==> src/rtl/tamarisc_pkg.sv <==
// Shared types and constants for the tamarisc front end.
package tamarisc_pkg;

    localparam int XLEN = 32;

    // Canonical NOP (addi x0, x0, 0), presented whenever the fetch output is empty.
    localparam logic [XLEN-1:0] NOP_INSTR = 32'h0000_0013;

    typedef enum logic [1:0] {
        IDLE  = 2'd0,
        WAIT  = 2'd1,
        DRAIN = 2'd2
    } fetch_state_e;

    typedef struct packed {
        logic [XLEN-1:0] instr;
        logic [XLEN-1:0] pc;
    } fetch_entry_t;

endpackage

==> src/rtl/fetch_skid.sv <==
// One-entry skid buffer holding a fetched instruction and its PC.
// Clear has priority over push. Push has priority over pop, so a
// simultaneous push and pop replaces the entry.
module fetch_skid
    import tamarisc_pkg::*;
(
    input  logic         clk_i,
    input  logic         rst_n_i,
    input  logic         clear,
    input  logic         push,
    input  logic         pop,
    input  fetch_entry_t din,
    output logic         full,
    output fetch_entry_t dout
);

    logic         full_reg;
    fetch_entry_t entry_reg;

    // Occupancy flag and stored entry.
    always_ff @(posedge clk_i) begin
        if (!rst_n_i) begin
            full_reg  <= 1'b0;
            entry_reg <= '0;
        end else if (clear) begin
            full_reg <= 1'b0;
        end else if (push) begin
            full_reg  <= 1'b1;
            entry_reg <= din;
        end else if (pop) begin
            full_reg <= 1'b0;
        end
    end

    assign full = full_reg;
    assign dout = entry_reg;

endmodule

==> src/rtl/fetch_stage.sv <==
// Instruction fetch stage: issues one memory request at a time, and
// returns instructions with their PC through an output slot backed by
// a one-entry skid buffer. A flush drops everything in flight.
module fetch_stage
    import tamarisc_pkg::*;
(
    input  logic            clk_i,
    input  logic            rst_n_i,
    input  logic [XLEN-1:0] pc_i,
    output logic            incr_pc_o,
    input  logic            flush_i,
    input  logic            stall_i,
    output logic            imem_req_o,
    output logic [XLEN-1:0] imem_addr_o,
    input  logic            imem_gnt_i,
    input  logic            imem_rvalid_i,
    input  logic [XLEN-1:0] imem_rdata_i,
    output logic            instr_valid_o,
    output logic [XLEN-1:0] instr_o,
    output logic [XLEN-1:0] instr_pc_o
);

    fetch_state_e    state_reg;
    logic [XLEN-1:0] req_pc_reg;
    logic            slot_valid_reg;
    fetch_entry_t    slot_reg;

    logic         skid_full;
    fetch_entry_t skid_dout;
    logic         skid_push;
    logic         skid_pop;
    logic         skid_full_next;
    logic         resp_live;
    logic         slot_load;
    logic         can_issue;
    fetch_entry_t resp_entry;

    // A response is kept only when it answers a live request and no flush is pending.
    assign resp_live  = (state_reg == WAIT) && imem_rvalid_i && !flush_i;
    assign resp_entry = '{instr: imem_rdata_i, pc: req_pc_reg};

    // An empty slot may always be filled; a valid one only when downstream takes it.
    assign slot_load = !stall_i || !slot_valid_reg;

    // Skid drains into the slot first so program order is kept; a response
    // lands in the skid when the slot is blocked or the skid is ahead of it.
    assign skid_pop       = skid_full && slot_load;
    assign skid_push      = resp_live && (skid_full || !slot_load);
    assign skid_full_next = skid_push || (skid_full && !skid_pop);

    // Only request when nothing is outstanding, or the outstanding one returns now,
    // and there is guaranteed room for the answer.
    assign can_issue   = (state_reg == IDLE) || ((state_reg == WAIT) && imem_rvalid_i);
    assign imem_req_o  = rst_n_i && !flush_i && !skid_full_next && can_issue;
    assign imem_addr_o = pc_i;
    assign incr_pc_o   = imem_req_o && imem_gnt_i && !flush_i;

    fetch_skid u_skid (
        .clk_i   (clk_i),
        .rst_n_i (rst_n_i),
        .clear   (flush_i),
        .push    (skid_push),
        .pop     (skid_pop),
        .din     (resp_entry),
        .full    (skid_full),
        .dout    (skid_dout)
    );

    // Request tracking FSM and the PC of the outstanding request.
    always_ff @(posedge clk_i) begin
        if (!rst_n_i) begin
            state_reg  <= IDLE;
            req_pc_reg <= '0;
        end else begin
            if (incr_pc_o) begin
                req_pc_reg <= pc_i;
            end
            unique case (state_reg)
                IDLE: begin
                    if (incr_pc_o) begin
                        state_reg <= WAIT;
                    end
                end
                WAIT: begin
                    // incr_pc_o is already low under flush, so a flushed response ends in IDLE.
                    if (imem_rvalid_i) begin
                        state_reg <= incr_pc_o ? WAIT : IDLE;
                    end else if (flush_i) begin
                        state_reg <= DRAIN;
                    end
                end
                DRAIN: begin
                    // The discarded response retires the drain even if another flush arrives with it.
                    if (imem_rvalid_i) begin
                        state_reg <= IDLE;
                    end
                end
                default: begin
                    state_reg <= IDLE;
                end
            endcase
        end
    end

    // Output slot: skid first, then a fresh response, else empty; held while stalled.
    always_ff @(posedge clk_i) begin
        if (!rst_n_i) begin
            slot_valid_reg <= 1'b0;
            slot_reg       <= '0;
        end else if (flush_i) begin
            slot_valid_reg <= 1'b0;
        end else if (slot_load) begin
            if (skid_full) begin
                slot_valid_reg <= 1'b1;
                slot_reg       <= skid_dout;
            end else if (resp_live) begin
                slot_valid_reg <= 1'b1;
                slot_reg       <= resp_entry;
            end else begin
                slot_valid_reg <= 1'b0;
            end
        end
    end

    assign instr_valid_o = slot_valid_reg;
    assign instr_o       = slot_valid_reg ? slot_reg.instr : NOP_INSTR;
    assign instr_pc_o    = slot_reg.pc;

endmodule
==> config.mk <==
export PLATFORM = sky130hd
export DESIGN_NAME = fetch_stage
export DESIGN_NICKNAME = d
export VERILOG_FILES = /design/src/rtl/tamarisc_pkg.sv /design/src/rtl/fetch_skid.sv /design/src/rtl/fetch_stage.sv
export SDC_FILE = /design/constraint.sdc
export NUM_CORES = 1
export LEC_CHECK = 0
export ABC_AREA = 1
export BUFFER_PORTS_ARGS = -buffer_cell sky130_fd_sc_hd__buf_2
export CAP_MARGIN = 25
export CORE_ASPECT_RATIO = 1.25
export CORE_MARGIN = 1
export CORE_UTILIZATION = 54
export DETAILED_ROUTE_END_ITERATION = 10
export GPL_TIMING_DRIVEN = 0
export HOLD_SLACK_MARGIN = 0.03
export PLACE_DENSITY_LB_ADDON = 0.25
export SLEW_MARGIN = 10
export SYNTH_ARGS = -nofsm -noshare
export SYNTH_HDL_FRONTEND = slang
export SYNTH_SLANG_ARGS = --single-unit
export TNS_END_PERCENT = 20
==> constraint.sdc <==
create_clock -name clk_i -period 1.6 [get_ports clk_i]
set_input_delay 0.32 -clock clk_i [delete_from_list [all_inputs] [get_ports clk_i]]
set_output_delay 0.32 -clock clk_i [all_outputs]
set_load 0.05 [all_outputs]
==> results.md <==
- Run status: finished with violations
- Failing checks: negative setup slack
- Worst Path Required: approximately 1.3 ns
- Number of global-route vias before repair: 6219
- Worst slew pin tran: 0.498 ns
- Die ar.: 0.0140 mm²
- Layout area overhead: 28.5%
- CP arrival: 1.50 ns
- Number of CTS-inserted buffers: 17
- Core area: 0.0132 mm²
- Fin crit share: 1.14
- First-pass GRT wire length: 29100 µm
- Setup violators final: 22
- Worst-path maximum fanout: 3
- RSZ-0062 raised after global routing: true
- Clock sinks: 164
- Share of post-route cells with drive strength above 1: 0.280
- Placed cell areas: 0.00840 mm²
- DRT antenna net count: 0
- Cell count after synthesis: between 1000 and 1500
- Compound-Gate Fraction of Synth Area: 0.149
- Most frequent CP cell: buf_8
- MaxCap Viol Count: 0
- Slowest CP cell: dfxtp_2
- First DRT Iteration DRCs: 389
- Internal power: 6.81 mW
- Switching share of power: 0.253
- Pin count of the biggest net entering global routing: 19
- Post-DP HPWL: 12500 µm
- Die Ht: 132 µm
- Post-synth cell types: 26
- # diodes: 0
- Max FFs per register: 64
- Tmin final: roughly 1.8 ns
- CP peak stage delay: 0.33 ns
- Main combinational cell family by area after synthesis: simple AND/OR/NAND/NOR gates
- Via density per instance: 4.88
- CP bufs+invs: 3
- Post-synthesis adder-cell area fraction: 0
- Final setup margin: -0.219 ns
- Psw: roughly 2.3 mW
- Area fraction of the dominant cell type after synthesis: 0.448
- Design Power: 9.11 mW
- Clk slew on worst S/H paths: 0.07 ns
- VDD IR max: about 740 µV
- Remaining DRCs: 0
- Clock Skew: 0.00630 ns
- PD cells: 968 mW/mm²
- Post-Syn Area: 0.00732 mm²
- Crit end category: output port
- Slew headroom: 0.668
- Starting Density: 0.553
- WL per Instance: 12.7 µm
- Routed vias: 6981
- Initial antenna violation count: 2
- Post-Synth XOR/XNOR Area: 0
- Max H-tree Level: 4
- FF+latch count, synth: 164
- Max frequency: 550 MHz
- CTS Buffer Depth: 2
- Root cell of the clock tree: clkbuf_16
- # IOs: between 150 and 200
- Multiplexer share of the synthesized area: 0
- CTS tree: yes
- Syn avg cell area: 6.97 µm²
- Min-delay worst type: primary input to flip-flop
- Post-synthesis cell type with the largest combined area: dfxtp_1
- LEAKAGE: approximately 4.6 nW
- Post-route core utilization: 0.711
- Worst r2r path cells: 10
- Fin area: about 0.0094 mm²
- Row count: 47
- Critical Path Stages: 7
- Die Wd: 106 µm
- Final Slew Violations: 0
- Yosys warns: 0
- Part of the power in registers: 0.458
- Hold WS: 0.134 ns
- CP cell instances: inv_2 -> nand3_4 -> nor2_4 -> nand2_4 -> buf_8 -> and3_4 -> buf_8
- Hold Crit Depth: 3
- Final Hold Viols: 0
- Placer's final routability congestion estimate: 0.790
- Clock share of power: 0.447
- Drt total wl: 18100 µm
- # nets final: 1316
- Critical path's top delay family: simple AND/OR/NAND/NOR gates
- CP Class: flip-flop to output port
- CTS Hold Bufs: 0
- Combinational Power Share: 0.096
- Syn nets: roughly 1100
- Simple-gate share of the synthesized area: 0.246
- Clk Latency, worst-skew pair: 0.42 ns
- Setup TNS Final: -1.11 ns
- Area contributors post-synth: dfxtp_1 (45%), nor2_1 (12%), nand2_1 (11%)
- Total global routing track utilization: 0.258
- Register area share after synthesis: 0.448
- Port buffer count: 167
- Grt total ovfl: 0
- TritonRoute pass-1 iters: 5
- Startpoint types: flip-flop
==> worst reg2reg max path, cell delays in order, from the launching register on <==
cell	delay, ns
dfxtp_2	0.33
inv_2	0.07
nand3_4	0.07
buf_4	0.14
buf_4	0.13
nand2_2	0.07
nand3_4	0.11
buf_6	0.16
buf_6	0.15
o21ai_0	0.19
nor2_1	0.06
==> routing by layer <==
layer / wire length [µm] / up-vias / track usage
met3: 874 / 32 / 0.0470
met4: 350 / 4 / 0.0934
li1: - / 3602 / -
met1: 7750 / 3126 / 0.314
met5: 22 / - / 0
met2: 9110 / 217 / 0.450
==> timing repair <==
item | CTS | global route
setup endpoints to repair | 33 | 104
buffers inserted | 7 | 7
pin swaps | 3 | 4
resized for setup | 87 | 82
==> power groups by stage <==
stage               sequential [mW]  clock (mW)  combinational (mW)
floorplan                      4.26           0               0.599
global placement               4.26           0               0.831
detailed placement             4.26           0               0.840
CTS                            4.17        4.09               0.858
global route                   4.17        4.28               0.952
finish                         4.17        4.07               0.873
==> final cells by class <==
type / count / area, µm²
flip-flops and latches: 164 / 3300
multi-input cells: 673 / 2940
well taps: 171 / 214
fillers: 1147 / 3820
plain buffers: 128 / 868
repair buffers: 181 / 1180
clock inverters: 14 / 151
inverters: 81 / 323
clock buffers: 18 / 439
==> synth_stat cells <==
| library cell | number |
|---|---|
| and3_1 | 1 |
| nand4_4 | 1 |
| o21ai_1 | 21 |
| nand3_2 | 1 |
| nand2_4 | 2 |
| o21ai_0 | 147 |
| nor2_1 | 234 |
| inv_6 | 1 |
| dfxtp_1 | 164 |
| o21bai_2 | 1 |
| nand2_1 | 209 |
| buf_1 | 5 |
| inv_2 | 3 |
| buf_6 | 8 |
| nand3_4 | 1 |
| inv_1 | 76 |
| nand3_1 | 2 |
| a31oi_1 | 1 |
| nand2_2 | 2 |
| nand4_1 | 2 |
| buf_2 | 27 |
| a21oi_1 | 46 |
| buf_4 | 67 |
| nor2_4 | 2 |
| clkbuf_1 | 26 |
| clkinv_1 | 1 |
==> through the flow <==
step / setup slack [ns] / instances
2_1_floorplan: -0.0577 / 1051
3_3_place_gp: -0.341 / 1389
3_5_place_dp: -0.333 / 1389
4_1_cts: -0.232 / 1426
5_1_grt: -0.251 / 1430
6_report: -0.219 / 1430
==> logic make-up (layout without fill, tap and decap cells) <==
kind of cell,after synthesis,count (layout)
compound gates,216,216
simple gates,457,457
flops,164,164
buf+inv,214,422
==> cells in the final DEF (no fill, tap or decap), types with 3 or more instances in the layout <==
master        n
clkbuf_16    17
o21ai_2       4
buf_4        84
inv_2         8
clkinvlp_4    6
buf_1         5
dfxtp_4       3
o21ai_0     124
buf_8         9
inv_1        69
nand2_1     207
dfxtp_1     160
a21oi_1      46
clkbuf_4      7
nor2_1      234
inv_6         4
buf_6        34
o21ai_1      39
nand2_2       4
buf_2       150
clkbuf_1     18
==> worst paths after layout <==
kind                                           startpoint                           to  slack (ns)
worst max-delay path            state_reg[1]$_SDFFE_PN0P_                   imem_req_o       -0.22
worst max register to register  state_reg[1]$_SDFFE_PN0P_  instr_pc_o[16]$_SDFFE_PN0P_        0.01
worst min-delay path                             pc_i[17]  req_pc_reg[17]$_SDFFE_PN0P_        0.13
worst min register to register  slot_reg[36]$_SDFFE_PN0P_    slot_reg[36]$_SDFFE_PN0P_        0.48
Power figures use the tool's default switching activity.
